--- src/rtl/bj_round_sequencer_pkg.sv ---
// Shared types and constants for the blackjack round sequencer.
// State encoding, result codes and default game limits live here.
package bj_round_sequencer_pkg;

  typedef enum logic [3:0] {
    ST_IDLE    = 4'd0,
    ST_DEAL_P1 = 4'd1,
    ST_DEAL_D1 = 4'd2,
    ST_DEAL_P2 = 4'd3,
    ST_DEAL_D2 = 4'd4,
    ST_PLAYER  = 4'd5,
    ST_P_DRAW  = 4'd6,
    ST_DEALER  = 4'd7,
    ST_D_DRAW  = 4'd8,
    ST_SETTLE  = 4'd9,
    ST_DONE    = 4'd10
  } state_e;

  localparam logic [1:0] RES_NONE = 2'b00;
  localparam logic [1:0] RES_LOSE = 2'b01;
  localparam logic [1:0] RES_WIN  = 2'b11;
  localparam logic [1:0] RES_PUSH = 2'b10;

  localparam int DEFAULT_HAND_W       = 6;
  localparam int DEFAULT_DEALER_STAND = 17;
  localparam int DEFAULT_BUST_LIMIT   = 21;

  // States that own an outstanding card request.
  function automatic logic is_draw_state(input state_e s);
    return (s == ST_DEAL_P1) || (s == ST_DEAL_D1) || (s == ST_DEAL_P2) ||
           (s == ST_DEAL_D2) || (s == ST_P_DRAW)  || (s == ST_D_DRAW);
  endfunction

  // Anything outside the legal 2..11 range is scored as a ten.
  function automatic logic [3:0] sanitize_card(input logic [3:0] v);
    return ((v < 4'd2) || (v > 4'd11)) ? 4'd10 : v;
  endfunction

endpackage

--- src/rtl/bj_hand_accum.sv ---
// One hand register: sanitises the card, saturating add, optional soft aces.
// Build option: define SOFT_ACE_EN to demote aces from 11 to 1 on overflow.
module bj_hand_accum
  import bj_round_sequencer_pkg::*;
#(
  parameter int HAND_W     = DEFAULT_HAND_W,
  parameter int BUST_LIMIT = DEFAULT_BUST_LIMIT
) (
  input  logic              clk_i,
  input  logic              rst_i,
  input  logic              clr_i,
  input  logic              add_i,
  input  logic [3:0]        card_i,
  output logic [HAND_W-1:0] total_o,
  output logic [HAND_W-1:0] total_next_o
);

  localparam logic [HAND_W:0] SAT_MAX = {1'b0, {HAND_W{1'b1}}};
  localparam logic [HAND_W:0] BUST_X  = (HAND_W+1)'(BUST_LIMIT);
  localparam logic [HAND_W:0] TEN_X   = (HAND_W+1)'(10);

  logic [HAND_W-1:0] total_q, total_d;
  logic [3:0]        card_s;
  logic [HAND_W:0]   sum_raw;
  logic [HAND_W:0]   sum_adj;
  logic [HAND_W-1:0] sum_sat;

  assign card_s  = sanitize_card(card_i);
  assign sum_raw = {1'b0, total_q} + {{(HAND_W-3){1'b0}}, card_s};

`ifdef SOFT_ACE_EN
  logic [1:0] aces_q, aces_d;
  logic [1:0] aces_inc;
  logic [1:0] aces_after;

  // At most one ace is demoted per incoming card.
  always_comb begin
    aces_inc   = aces_q;
    aces_after = aces_q;
    sum_adj    = sum_raw;
    if ((card_s == 4'd11) && (aces_q != 2'd3)) begin
      aces_inc = aces_q + 2'd1;
    end
    aces_after = aces_inc;
    if ((sum_raw > BUST_X) && (aces_inc != 2'd0)) begin
      sum_adj    = sum_raw - TEN_X;
      aces_after = aces_inc - 2'd1;
    end
  end

  always_comb begin
    aces_d = aces_q;
    if (clr_i) begin
      aces_d = 2'd0;
    end else if (add_i) begin
      aces_d = aces_after;
    end
  end

  always_ff @(posedge clk_i or posedge rst_i) begin
    if (rst_i) begin
      aces_q <= 2'd0;
    end else begin
      aces_q <= aces_d;
    end
  end
`else
  always_comb begin
    sum_adj = sum_raw;
  end
`endif

  assign sum_sat = (sum_adj > SAT_MAX) ? SAT_MAX[HAND_W-1:0] : sum_adj[HAND_W-1:0];

  always_comb begin
    total_d = total_q;
    if (clr_i) begin
      total_d = '0;
    end else if (add_i) begin
      total_d = sum_sat;
    end
  end

  always_ff @(posedge clk_i or posedge rst_i) begin
    if (rst_i) begin
      total_q <= '0;
    end else begin
      total_q <= total_d;
    end
  end

  assign total_o      = total_q;
  assign total_next_o = sum_sat;

endmodule

--- src/rtl/bj_round_sequencer.sv ---
// Blackjack round controller: deal, player turn, dealer auto-draw, settle.
// Honours SOFT_ACE_EN through the bj_hand_accum instances.
module bj_round_sequencer
  import bj_round_sequencer_pkg::*;
#(
  parameter int HAND_W       = DEFAULT_HAND_W,
  parameter int DEALER_STAND = DEFAULT_DEALER_STAND,
  parameter int BUST_LIMIT   = DEFAULT_BUST_LIMIT
) (
  input  logic              Clock,
  input  logic              reset,
  input  logic              start,
  input  logic              hit,
  input  logic              stand,
  output logic              card_req,
  input  logic              card_ack,
  input  logic [3:0]        card_val,
  output logic              card_to_dealer,
  output logic [HAND_W-1:0] phand,
  output logic [HAND_W-1:0] dhand,
  output logic [1:0]        result,
  output logic              busy,
  output logic [3:0]        dbg_state_o
);

  localparam logic [HAND_W-1:0] BUST_H  = HAND_W'(BUST_LIMIT);
  localparam logic [HAND_W-1:0] STAND_H = HAND_W'(DEALER_STAND);

  // Card handshake: card_req is held high in a draw state until the cycle
  // card_ack is seen with card_req high; that cycle transfers card_val.
  // card_req is registered and drops the cycle after the transfer, so two
  // requests are always separated by at least one low cycle.
  state_e            state_q, state_d;
  logic              card_req_q, card_req_d;
  logic [1:0]        result_q, result_d;
  logic              accept;
  logic              p_add, d_add, hands_clr;
  logic [HAND_W-1:0] p_next, d_next;

  assign accept    = card_req_q & card_ack;
  assign hands_clr = ((state_q == ST_IDLE) || (state_q == ST_DONE)) & start;
  assign p_add     = accept & ((state_q == ST_DEAL_P1) || (state_q == ST_DEAL_P2) ||
                               (state_q == ST_P_DRAW));
  assign d_add     = accept & ((state_q == ST_DEAL_D1) || (state_q == ST_DEAL_D2) ||
                               (state_q == ST_D_DRAW));

  bj_hand_accum #(.HAND_W(HAND_W), .BUST_LIMIT(BUST_LIMIT)) u_player (
    .clk_i        (Clock),
    .rst_i        (reset),
    .clr_i        (hands_clr),
    .add_i        (p_add),
    .card_i       (card_val),
    .total_o      (phand),
    .total_next_o (p_next)
  );

  bj_hand_accum #(.HAND_W(HAND_W), .BUST_LIMIT(BUST_LIMIT)) u_dealer (
    .clk_i        (Clock),
    .rst_i        (reset),
    .clr_i        (hands_clr),
    .add_i        (d_add),
    .card_i       (card_val),
    .total_o      (dhand),
    .total_next_o (d_next)
  );

  always_comb begin
    state_d  = state_q;
    result_d = result_q;
    case (state_q)
      ST_IDLE, ST_DONE: begin
        if (start) begin
          state_d  = ST_DEAL_P1;
          result_d = RES_NONE;
        end
      end
      ST_DEAL_P1: if (accept) state_d = ST_DEAL_D1;
      ST_DEAL_D1: if (accept) state_d = ST_DEAL_P2;
      ST_DEAL_P2: if (accept) state_d = ST_DEAL_D2;
      ST_DEAL_D2: if (accept) state_d = ST_PLAYER;
      ST_PLAYER: begin
        // stand beats a simultaneous hit; a hand sitting at the limit may only stand
        if (stand) begin
          state_d = ST_DEALER;
        end else if (hit && (phand != BUST_H)) begin
          state_d = ST_P_DRAW;
        end
      end
      ST_P_DRAW: begin
        if (accept) begin
          if (p_next > BUST_H) begin
            state_d  = ST_DONE;
            result_d = RES_LOSE;
          end else begin
            state_d = ST_PLAYER;
          end
        end
      end
      ST_DEALER: state_d = (dhand < STAND_H) ? ST_D_DRAW : ST_SETTLE;
      ST_D_DRAW: if (accept) state_d = ST_DEALER;
      ST_SETTLE: begin
        state_d = ST_DONE;
        if (dhand > BUST_H) begin
          result_d = RES_WIN;
        end else if (phand > dhand) begin
          result_d = RES_WIN;
        end else if (phand == dhand) begin
          result_d = RES_PUSH;
        end else begin
          result_d = RES_LOSE;
        end
      end
      default: state_d = ST_IDLE;
    endcase
  end

  assign card_req_d = is_draw_state(state_d) & ~accept;

  always_ff @(posedge Clock or posedge reset) begin
    if (reset) begin
      state_q    <= ST_IDLE;
      card_req_q <= 1'b0;
      result_q   <= RES_NONE;
    end else begin
      state_q    <= state_d;
      card_req_q <= card_req_d;
      result_q   <= result_d;
    end
  end

  assign card_req       = card_req_q;
  assign card_to_dealer = (state_q == ST_DEAL_D1) || (state_q == ST_DEAL_D2) ||
                          (state_q == ST_D_DRAW);
  assign result         = result_q;
  assign busy           = (state_q != ST_IDLE) && (state_q != ST_DONE);
  assign dbg_state_o    = state_q;

endmodule

--- config.mk ---
export PLATFORM = sky130hd
export DESIGN_NAME = bj_round_sequencer
export DESIGN_NICKNAME = d
export VERILOG_FILES = /design/src/rtl/bj_round_sequencer_pkg.sv /design/src/rtl/bj_hand_accum.sv /design/src/rtl/bj_round_sequencer.sv
export SDC_FILE = /design/constraint.sdc
export NUM_CORES = 1
export LEC_CHECK = 0
export CAP_MARGIN = 20
export CORE_MARGIN = 3
export CORE_UTILIZATION = 45
export CTS_CLUSTER_DIAMETER = 150
export CTS_CLUSTER_SIZE = 20
export DETAILED_ROUTE_END_ITERATION = 16
export PLACE_DENSITY = 0.68
export SLEW_MARGIN = 25
export SYNTH_ARGS = -nofsm -noshare
export SYNTH_HDL_FRONTEND = slang
export SYNTH_SLANG_ARGS = --single-unit
--- constraint.sdc ---
create_clock -name Clock -period 2.6 [get_ports Clock]
set_clock_uncertainty 0.05 [all_clocks]
set_input_delay 0.52 -clock Clock [delete_from_list [all_inputs] [get_ports Clock]]
set_output_delay 0.52 -clock Clock [all_outputs]
set_load 0.005 [all_outputs]
Word level (Yosys, flattened, before mapping)
Index checks and enable logic that the tools add are counted.
W data, S select, Z words.

cells by class
  add/subtract/negate cells = 2
  magnitude comparators = 8
  eq/ne operators = 22
  muxes and demuxes = 26
  bitwise operators = 6
  reduce and logical (&&, ||, !) cells = 20

operator list
  cell                  count
  $mux W4               11
  $pmux W4 S10          1
  $mux W6               6
  $eq A4 B3 Y1 const B  6
  $eq A4 B2 Y1 const B  4
  $eq A4 B4 Y1 const B  4
  $add A6 B4 Y7         2
  $gt A7 B6 Y1 const B  2
  $gt A6 B5 Y1 const B  2
  $mux W2               6
  $logic_or A1 B1 Y1    11
  $eq A4 B1 Y1 const B  2
  $eq A6 B6 Y1          1
  $gt A6 B6 Y1          1
  $lt A6 B5 Y1 const B  1
  $ne A6 B5 Y1 const B  1
  $pmux W2 S3           1
  $and A1 B1 Y1         5
  $gt A4 B4 Y1 const B  1
  $logic_not A4 Y1      1
  $lt A4 B2 Y1 const B  1
  $ne A2 B2 Y1 const B  2
  $ne A4 B4 Y1 const B  1
  $reduce_and A4 Y1     1
  8 further kinds       10

storage, ports and cells
  register bits = 19
  input bits = 10
  output and inout port bits = 21
  word-level logic and storage cells = 89

Longest topological paths before layout
Gate-level depths: netlist of run 1.

  word-level depth = 17
  mapped depth = 10
  depth with buffers taken out = 10

Cells and area by module
A second synthesis of run 1 with hierarchy kept.

unflattened totals
  cells, all modules = 246
  area total of the unflattened synthesis = 2,079.5 µm²

by module, submodules not included
  module              instances  cells an instance  area each (µm²)  seq. area each (µm²)
  bj_hand_accum       2          66                 598.1            150.1
  bj_round_sequencer  1          114                883.3            175.2

Least setup slack after synthesis of run 1
OpenSTA, ideal clock, no wires.

  path type = input to register
  from = input port card_val[2]
  to = register card_req_q, in the netlist card_req
  setup time = 0.131 ns
  arrival time = 2.737 ns
  data required time = 2.419 ns
  slack = -0.318 ns
  stages = 10
  buffers on the path = 0
  cells stage by stage = o21bai_1 > a21boi_0 > ha_1 > fa_1 > a21o_1 > a21oi_1 > nand4_1 > a311o_1 > o31ai_2 > a211oi_2

between the ends
  longest elaborated chain between the ends = 17
  elaborated cells on any way between the ends = 23
  those cells by class = add/sub (1); order compare (4); eq/ne (6); mux (5); bitwise (1); reduce/logical (6)

ends and longest elaborated chain
  element                                              RTL line                      RTL
  start: declaration                                   bj_round_sequencer.sv:17      input logic [3:0] card_val,
  $lt A4 B2 Y1 / $gt A4 B4 Y1 (equally long branches)  bj_round_sequencer_pkg.sv:36  return ((v < 4'd2) || (v > 4'd11)) ? 4'd10 : v;
  $logic_or A1 B1 Y1                                   bj_round_sequencer_pkg.sv:36
  $mux W4 (*)                                          bj_round_sequencer_pkg.sv:36
  $add A6 B4 Y7 (*)                                    bj_hand_accum.sv:29           assign sum_raw = {1'b0, total_q} + {{(HAND_W-3){1'b0}}, card_s};
  $gt A7 B6 Y1                                         bj_hand_accum.sv:73           assign sum_sat = (sum_adj > SAT_MAX) ? SAT_MAX[HAND_W-1:0] : sum_adj[HAND_W-1:0];
  $mux W6 (*)                                          bj_hand_accum.sv:73
  $gt A6 B5 Y1 (*)                                     bj_round_sequencer.sv:91      if (p_next > BUST_H) begin
  $mux W4 (*)                                          bj_round_sequencer.sv:91
  $mux W4 (*)                                          bj_round_sequencer.sv:90      if (accept) begin
  $pmux W4 S10 (*)                                     bj_round_sequencer.sv:70      case (state_q)
  $eq A4 B1 Y1 / $eq A4 B2 Y1 (equally long branches)  bj_round_sequencer_pkg.sv:30  return (s == ST_DEAL_P1) || (s == ST_DEAL_D1) || (s == ST_DEAL_P2) ||
  $logic_or A1 B1 Y1 (3 in series)                     bj_round_sequencer_pkg.sv:30
  $logic_or A1 B1 Y1                                   bj_round_sequencer_pkg.sv:31  (s == ST_DEAL_D2) || (s == ST_P_DRAW) || (s == ST_D_DRAW);
  $logic_or A1 B1 Y1 (*)                               bj_round_sequencer_pkg.sv:31
  $and A1 B1 Y1 (*)                                    bj_round_sequencer.sv:117     assign card_req_d = is_draw_state(state_d) & ~accept;
  net card_req_d                                       bj_round_sequencer.sv:34      logic card_req_q, card_req_d;
  end signal: assignment                               bj_round_sequencer.sv:126     card_req_q <= card_req_d;
  end: declaration                                     bj_round_sequencer.sv:34

The timed path passes the listed nets; every way through them passes the cells marked *.
A chain may end at the register's enable or synchronous reset.

Worst setup path after layout of run 1
  from = input port card_val[3]
  to = register card_req_q, in the netlist card_req

Same word-level chain as after synthesis.

==> flow_metrics.py, run 1 <==
metrics = {
    "outcome": {
        "status": "finished with violations",
        "violations": "negative setup slack",
    },
    "worst_setup_path": {
        "rr_startpoint": "u_player.total_o[0]$_DFFE_PP0P_",
        "worstPathArrival_ps": 2770,
        "start_kind": "primary input",
        "worstReg2RegEnd": "card_req$_DFF_PP0_",
        "path_cells": "buf_8 > o21bai_4 > a21boi_2 > ha_2 > fa_2 > a21o_1 > a21oi_2 > buf_4 > or2_4 > a311o_1 > o31ai_2 > a211oi_2",
        "cp-end-kind": "flip-flop",
        "crit_fanout": 3,
        "crit_type": "primary input to flip-flop",
        "ff2ff_setup_slack_ps": 60,
        "slowest_delay_ps": 390,
        "critPathRequiredTime_ps": 2680,
        "slowest_stage": "a311o_1",
        "r2r_cells": 10,
    },
    "logic_synthesis": {
        "netlist_area_um2": 1810,
        "async_flop_share_pct": 100,
        "synth-edff-count": 0,
        "ys.flop_type": "dfrtp_1",
        "synthCells": 214,
        "yosys_warnings": 0,
        "synth_cell_types": 56,
        "yosysSeqAreaShare_pct": 26.3,
        "synthesis.nets": 240,
        "synth_seq_cells": 19,
        "syn_avg_cell_area_um2": 8.45,
    },
    "detailed_routing": {
        "drc_errors": 0,
        "num_vias": 1762,
        "drtPass1Iterations": 4,
        "drt-vias-per-instance": 5.52,
        "drtIter0Drc": 75,
        "ant_nets": 0,
        "routedWlPerCell_um": 14.9,
        "routed_wl_mm": 4.75,
    },
    "timing": {
        "max_freq_mhz": 372,
        "period_needed_ps": 2690,
        "worst_slack_ps": -90.8,
        "finalSetupViolations": 3,
        "finalCritPeriodShare_pct": 103,
        "slew_headroom_pct": 50.6,
        "slew_viol_final": 0,
        "rsz0062_at_grt": "true",
        "holdWs_ps": 507,
        "worst-slew-pin-transition_ps": 740,
        "hold_viol_final": 0,
    },
    "clock_tree": {
        "clock_path_buffers": 2,
        "cts_made_buffers": 3,
        "path_clk_slew_ps": 70,
        "cts-root-buf": "clkbuf_8",
        "clock_latency_ps": 260,
        "ctsHoldBuffers": 0,
        "ctsHtreeMaxLevel": 1,
        "cts_tree": "yes",
        "clock_sinks": 19,
    },
    "power_and_ir_drop": {
        "comb_power_share_pct": 70.6,
        "power.density_nw_per_um2": 1140,
        "vdd_ir_drop_max_mv": 0.548,
        "pwr-share-clk_pct": 7.5,
        "seq_power_share_pct": 21.9,
        "power.share.switching_pct": 43.8,
        "p_int_uw": 1570,
        "total_power_uw": 2790,
        "p_leak_uw": 0.00112,
        "switchingPower_uw": 1220,
    },
    "job": {
        "cap_violations": 0,
    },
    "grt": {
        "grt-ovfl-total": 0,
        "antenna_found_initial": 0,
        "grt.total_usage_pct": 19.7,
        "grt_pass1_wl_mm": 7.98,
        "first_global_vias": 1679,
        "grt_max_degree": 20,
    },
    "worst_hold_path": {
        "worstHoldStart": "result[0]$_DFFE_PP0P_",
        "hold_depth": 2,
        "hold_class": "flip-flop to flip-flop",
        "hold_end": "result[0]$_DFFE_PP0P_",
    },
    "place": {
        "gp_congestion": 0.852,
        "numPortBuffers": 30,
        "dp.final_hpwl_mm": 3.58,
        "place_area_um2": 2320,
        "dpl.cell_count": 310,
    },
    "floorplanning": {
        "coreArea_um2": 3770,
        "die_area_um2": 4820,
        "start_util_pct": 48.0,
        "ioPinCount": 31,
        "rows": 22,
        "die_height_um": 69.4,
        "die_x_um": 69.4,
    },
    "finish": {
        "fin_util_pct": 65.2,
        "fill_cells": 336,
        "area_growth_pct": 35.8,
        "fin_cells": 319,
        "drive_gt1_share_pct": 23.6,
        "design_area_um2": 2460,
        "antenna_cells": 0,
        "nets": 298,
        "ff_latch_area_um2": 475,
        "multi_input_area_um2": 1260,
    },
}
stage by stage:
step	setup TNS (ps)	setup WS (ps)
final	-119	-90.8
after global routing	-1030	-253
after CTS	-37.7	-37.7
after detailed placement	-7530	-672
after global placement	-6530	-595
after floorplan	0	6.21
Yosys cell counts (2+ instances only):
cell / n / share of area, %
nor2_1: 17 / 3.5
dfrtp_1: 19 / 26
inv_1: 16 / 3.3
o21a_1: 2 / 0.83
nand2_1: 15 / 3.1
o211ai_1: 2 / 0.83
buf_4: 2 / 0.83
clkbuf_1: 2 / 0.42
buf_2: 2 / 0.55
nor4_1: 3 / 1.0
a211oi_1: 3 / 1.2
a21oi_1: 28 / 7.7
xor2_1: 2 / 0.97
a21o_1: 8 / 3.3
o21ai_0: 7 / 1.9
nand3_1: 5 / 1.4
o41ai_1: 2 / 0.97
nor3_1: 2 / 0.55
clkbuf_8: 2 / 1.5
nor2b_1: 4 / 1.4
buf_6: 2 / 1.2
ha_1: 14 / 9.7
nand2b_1: 9 / 3.1
a311oi_1: 2 / 0.97
nand4_1: 4 / 1.4
a21o_2: 2 / 0.97
mux2i_1: 3 / 1.7
fa_1: 2 / 2.2
a31oi_1: 3 / 1.0
xnor2_1: 3 / 1.5
and2b_1: 2 / 0.83
cells by family after synthesis:
family,synth area share [%]
buffers and inverters,7.88
AOI/OAI and AO/OA,28.8
muxes,1.66
xor gates and xnor gates,2.42
DFF,26.3
adders and majority gates,11.9
and+or+nand+nor,21.0
timing repair:
item                                    4_1_cts  5_1_grt
endpoints found under the setup margin       14        8
pin swaps                                    11        8
buffers inserted                              2        3
gates resized for setup                      22        8
worst max-delay path, delay by kind of cell:
kind | cells | cell delay [ps]
compound gates | 7 | 1300
fa+ha+maj | 2 | 440
buf+inv | 2 | 250
simple gates | 1 | 250
sequential cells by signal, summed over array words and instances, names as in the netlist:
register	cells
u_dealer.total_o	6
u_player.total_o	6
dbg_state_o	4
result	2
card_req	1
worst max-delay path by stage:
stage	startpoint	endpoint	slack [ps]	cells after the start
floorplan	card_val[2]	card_req$_DFF_PP0_	6	9
global placement	card_val[2]	card_req$_DFF_PP0_	-590	11
detailed placement	card_val[2]	card_req$_DFF_PP0_	-670	11
CTS	card_val[1]	card_req$_DFF_PP0_	-40	11
global route	card_val[1]	card_req$_DFF_PP0_	-250	13
finish	card_val[3]	card_req$_DFF_PP0_	-90	12
metal layers:
layer	vias to the layer above	share of wire (%)	track usage [%]	wire length, um
li1	895	-	-	-
met1	827	45	26.0	2140
met2	32	51	34.3	2430
met3	8	2.8	2.61	133
met4	0	1.1	4.12	53
met5	-	0	0	0
power by group through the flow:
stage                     sequential [uW]  clock, uW  combinational, uW
after CTS                             610        212               1840
after detailed placement              615          0               1790
after floorplan                       547          0               1200
after global routing                  642        220               2170
after global placement                613          0               1770
final                                 613        209               1970
placed cells by master (no fill, tap or decap), types with 3 or more instances in the layout:
cell / netlist / layout
a21o_1: 8 / 8
a21oi_1: 28 / 27
a31oi_1: 3 / 3
nand2_1: 15 / 15
buf_4: 2 / 33
clkbuf_8: 2 / 3
o21ai_0: 7 / 6
nand4_1: 4 / 4
dfrtp_1: 19 / 19
mux2i_1: 3 / 3
inv_1: 16 / 16
nand3_1: 5 / 5
clkdlybuf4s50_1: 0 / 26
ha_1: 14 / 13
nor2b_1: 4 / 4
a211oi_1: 3 / 3
nand2b_1: 9 / 8
nor2_1: 17 / 17
final cells by class:
| class | count | share of cell area [%] |
|---|---|---|
| Tap cell | 48 | 2.44 |
| Timing Repair Buffer | 63 | 22.8 |
| Multi-Input combinational cell | 169 | 51.2 |
| Sequential cell | 19 | 19.3 |
| Inverter | 16 | 2.44 |
| Clock buffer | 4 | 1.83 |
No activity file was read; power rests on OpenSTA's default activity.
==> inputs of run 2 (changes only) <==
- CORE_MARGIN: 3 -> 2
- CTS_CLUSTER_DIAMETER: 150 -> 40
- MAX_ROUTING_LAYER: not set -> met4
==> run 2 against run 1 <==
  * The run now ends clean
  * Global-route usage is 3.8 points higher
  * Register-to-register slack better by 100 ps
  * Cell area is 1.7% lower
  * Clock power is 2% higher
  * First-iteration DRC count is 44% higher
  * Via count is 1.3% higher
  * Fmax is 3.9% higher
  * Total power is 4.8% lower
  * Worst hold slack worse by 12 ps
  * Clock-buffer cell count stayed put
  * Combinational power is 9% lower
==> flow_metrics.py, run 2 (synthesized netlist as in run 1, its figures left out) <==
metrics = {
    "place": {
        "dpl.cell_count": 310,
        "numPortBuffers": 30,
        "gp_congestion": 0.898,
        "dp.final_hpwl_mm": 3.62,
    },
    "timing": {
        "slew_headroom_pct": 48.7,
        "period_needed_ps": 2590,
        "slew_viol_final": 0,
        "holdWs_ps": 495,
        "max_freq_mhz": 386,
        "finalCritPeriodShare_pct": 99.6,
        "rsz0062_at_grt": "true",
        "finalSetupViolations": 0,
        "hold_viol_final": 0,
        "worst-slew-pin-transition_ps": 768,
    },
    "floorplanning": {
        "rows": 23,
        "start_util_pct": 45.9,
        "die_height_um": 67.4,
        "coreArea_um2": 3940,
        "ioPinCount": 31,
        "die_x_um": 67.4,
        "die_area_um2": 4540,
    },
    "power_and_ir_drop": {
        "vdd_ir_drop_max_mv": 0.533,
        "power.density_nw_per_um2": 1100,
        "p_leak_uw": 0.00109,
    },
    "detailed_routing": {
        "ant_nets": 0,
        "routedWlPerCell_um": 15.0,
        "drtIter0Drc": 108,
        "drc_errors": 0,
        "num_vias": 1785,
        "drtPass1Iterations": 4,
        "drt-vias-per-instance": 5.61,
        "routed_wl_mm": 4.76,
    },
    "grt": {
        "grt_pass1_wl_mm": 7.90,
        "first_global_vias": 1713,
        "antenna_found_initial": 0,
        "grt.total_usage_pct": 23.5,
        "grt_max_degree": 20,
        "grt-ovfl-total": 0,
    },
    "worst_hold_path": {
        "hold_class": "flip-flop to flip-flop",
    },
    "finish": {
        "final_common_cell": "buf_4",
        "area_growth_pct": 33.5,
        "fill_cells": 353,
        "final_cell_mix": "buf_4, a21oi_1, clkdlybuf4s50_1",
        "drive_gt1_share_pct": 22.8,
        "antenna_cells": 0,
        "fin_util_pct": 61.3,
        "nets": 295,
        "fin_cells": 318,
    },
    "worst_setup_path": {
        "slowest_delay_ps": 410,
        "path_cells": "buf_4 > o21bai_4 > buf_4 > ha_1 > nor2b_1 > a221oi_2 > nand4_1 > a311o_1 > o31ai_2 > a211oi_2",
        "cp-end-kind": "flip-flop",
        "critPathRequiredTime_ps": 2690,
        "crit_fanout": 4,
        "worstPathArrival_ps": 2680,
        "crit_type": "primary input to flip-flop",
        "cpMostUsedCell": "buf_4",
        "start_kind": "primary input",
        "slowest_stage": "a311o_1",
    },
    "outcome": {
        "status": "finished clean",
    },
    "clock_tree": {
        "cts-root-buf": "clkbuf_8",
        "cts_made_buffers": 3,
        "ctsHtreeMaxLevel": 1,
        "clock_latency_ps": 260,
        "clock_sinks": 19,
        "cts_tree": "yes",
        "ctsHoldBuffers": 0,
        "path_clk_slew_ps": 70,
        "clock_path_buffers": 2,
    },
    "job": {
        "cap_violations": 0,
    },
}
## run 2: cell count changes in the layout (fill, tap and decap cells not counted), moves of 2 or more
cell	delta
a311oi_2	-2
dfrtp_1	-2
buf_4	-2
dfrtp_2	+2
a311oi_1	+2
## run 2: worst paths after layout
check / startpoint / endpoint / slack [ps] / cells past startpoint
setup / recovery: card_val[3] / card_req$_DFF_PP0_ / 10 / 10
hold / removal: result[0]$_DFFE_PP0P_ / result[0]$_DFFE_PP0P_ / 490 / 2
setup reg to reg: u_player.total_o[0]$_DFFE_PP0P_ / card_req$_DFF_PP0_ / 160 / 8
hold reg to reg: result[0]$_DFFE_PP0P_ / result[0]$_DFFE_PP0P_ / 490 / 2
max in group asynchronous: reset / dbg_state_o[3]$_DFF_PP0_ / 1330 / 2
min in group asynchronous: reset / result[0]$_DFFE_PP0P_ / 640 / 2
## run 2: per-stage QoR
step | worst slack (ps) | setup TNS, ps | total power, uW | instance area (um^2)
6_report | 11.1 | 0 | 2660 | 2410
5_1_grt | -132 | -179 | 2910 | 2410
4_1_cts | 11.7 | 0 | 2630 | 2360
3_5_place_dp | -676 | -7300 | 2400 | 2310
3_3_place_gp | -595 | -6500 | 2360 | 2310
2_1_floorplan | 6.21 | 0 | 1740 | 1830
## run 2: layer usage
| layer | routed length, um | global-route usage (%) |
|---|---|---|
| met4 | 46 | 8.16 |
| met1 | 2150 | 29.8 |
| met5 | 0 | - |
| met2 | 2380 | 38.7 |
| met3 | 185 | 2.83 |
## run 2: final cells by class
cell class | instances | area [um^2] | share of cell area, %
Clock buffer | 4 | 45.0 | 1.87
Inverter | 16 | 60.1 | 2.49
Multi-Input combinational cell | 169 | 1250 | 51.6
Sequential cell | 19 | 478 | 19.8
Tap cell | 50 | 62.6 | 2.59
Timing Repair Buffer | 60 | 523 | 21.7
## run 2: where the power goes
part / total, uW / switching, uW / internal [uW]
Sequential: 642 / 229 / 413
Combinational: 1800 / 850 / 954
Clock: 213 / 104 / 109
## run 2: critical path: cells and delay by family
family,cells,cell delay [ps]
and+or+nand+nor,2,320
buffers and inverters,2,280
adders and majority gates,1,320
AOI/OAI and AO/OA,5,1250
## run 2: timing repair
action,4_1_cts,5_1_grt
setup endpoints to repair,14,9
pin swaps,12,10
setup buffers,2,2
gates resized for setup,15,10
==> variant (settings of run 1) <==
The package constant `DEFAULT_BUST_LIMIT` goes from 21 to 15.
--- a/src/rtl/bj_round_sequencer_pkg.sv
+++ b/src/rtl/bj_round_sequencer_pkg.sv
@@ -23,7 +23,7 @@
 
   localparam int DEFAULT_HAND_W       = 6;
   localparam int DEFAULT_DEALER_STAND = 17;
-  localparam int DEFAULT_BUST_LIMIT   = 21;
+  localparam int DEFAULT_BUST_LIMIT   = 15;
 
   // States that own an outstanding card request.
   function automatic logic is_draw_state(input state_e s);
Behaviour: not the same (a bounded check fails within 10 cycles, from zero or initial values and one cycle with reset high).
==> variant against run 1 <==
  * Synthesized area shrank 6.8%
  * Total power grew 2.0%
  * Synthesized cell count shrank 5.1%
  * Worst setup slack gained 0.18 ns
  * Final cell count shrank 6.3%
  * Cell area shrank 8.2%
  * Via count shrank 0.91%
  * Wire length shrank 1.8%
  * Sequential cell count is the same
  * Critical path depth shrank 2
  * Sequential share of layout area grew 1.7 points
==> variant: results (changes against run 1) <==
Share of cells above drive strength 1 = 0.178 (-0.0583)
Hpwl dp = 3690 um (+3.1%)
Post-Synth XOR/XNOR Area = 0.0260 (+0.00178)
Worst slack, placed = -0.725 ns (-0.0524 ns)
Vias in the first global route = 1739 (+3.6%)
Status = completed
Sw frac = 0.450 (+0.0125)
Post-route worst setup slack = 0.0928 ns (+0.184 ns)
Slowest cell on crit path = or4_4
Nets = 280 (-6.0%)
Synth Area in Compound Gates = 0.266 (-0.0226)
GR Util All Layers = 0.236 (+0.0391)
Family with the most delay on the worst path = simple AND/OR/NAND/NOR gates
Post-synth cell types = 44 (-21%)
Fin Hold WS = 0.494 ns (-0.0127 ns)
Fin cells = 299 (-6.3%)
Area contributors post-synth = dfrtp_1, ha_1, a21oi_1
Sw Pwr = 1.28 mW (+4.9%)
Wire length on met2 = 2280 um (-6.1%)
Synth cell count leaders = nor2_1, a21oi_1, dfrtp_1
Slew headroom = 0.495 (-0.0109)
Global Route met2 Usage = 0.379 (+0.0359)
Peak VDD IR = 0.612 mV (+12%)
Seq pwr share = 0.246 (+0.027)
Met1 wire length = 2060 um (-3.8%)
Final wirelength = 4670 um (-1.8%)
Comb pwr share = 0.682 (-0.024)
CP Data Arrival Time = 2.61 ns (-0.16 ns)
Met1 Usage GRT = 0.333 (+0.0737)
Pleak = 1.02 nW (-8.8%)
-- variant: area by class of cell --
class	count	area (um^2)
Clock buffer	4	45.0
Fill cell	308	1210
Inverter	12	45.0
Multi-Input combinational cell	166	1180
Sequential cell	19	475
Tap cell	46	57.6
Timing Repair Buffer	52	449
-- variant: final timing paths --
check,startpoint,end,cells after the start
worst max-delay path,card_val[0],card_req,10
worst min-delay path,result[1],result[1],2
worst max register to register,u_player.total_o[0],card_req,8
worst min register to register,result[1],result[1],2
max in group asynchronous,reset,dbg_state_o[0],2
min in group asynchronous,reset,u_dealer.total_o[3],2
-- variant: cells by family after synthesis --
group / count (synthesis)
compound gates: 64
buf+inv: 18
fa+ha+maj: 16
xor+xnor: 5
flops: 19
simple gates: 79
mux: 2
-- variant: what timing repair did --
item,CTS,global route
pin swaps,8,8
hold buffers,0,0
setup buffers,3,0
resized for setup,18,4
setup endpoints to repair,15,7
gates cloned,0,0
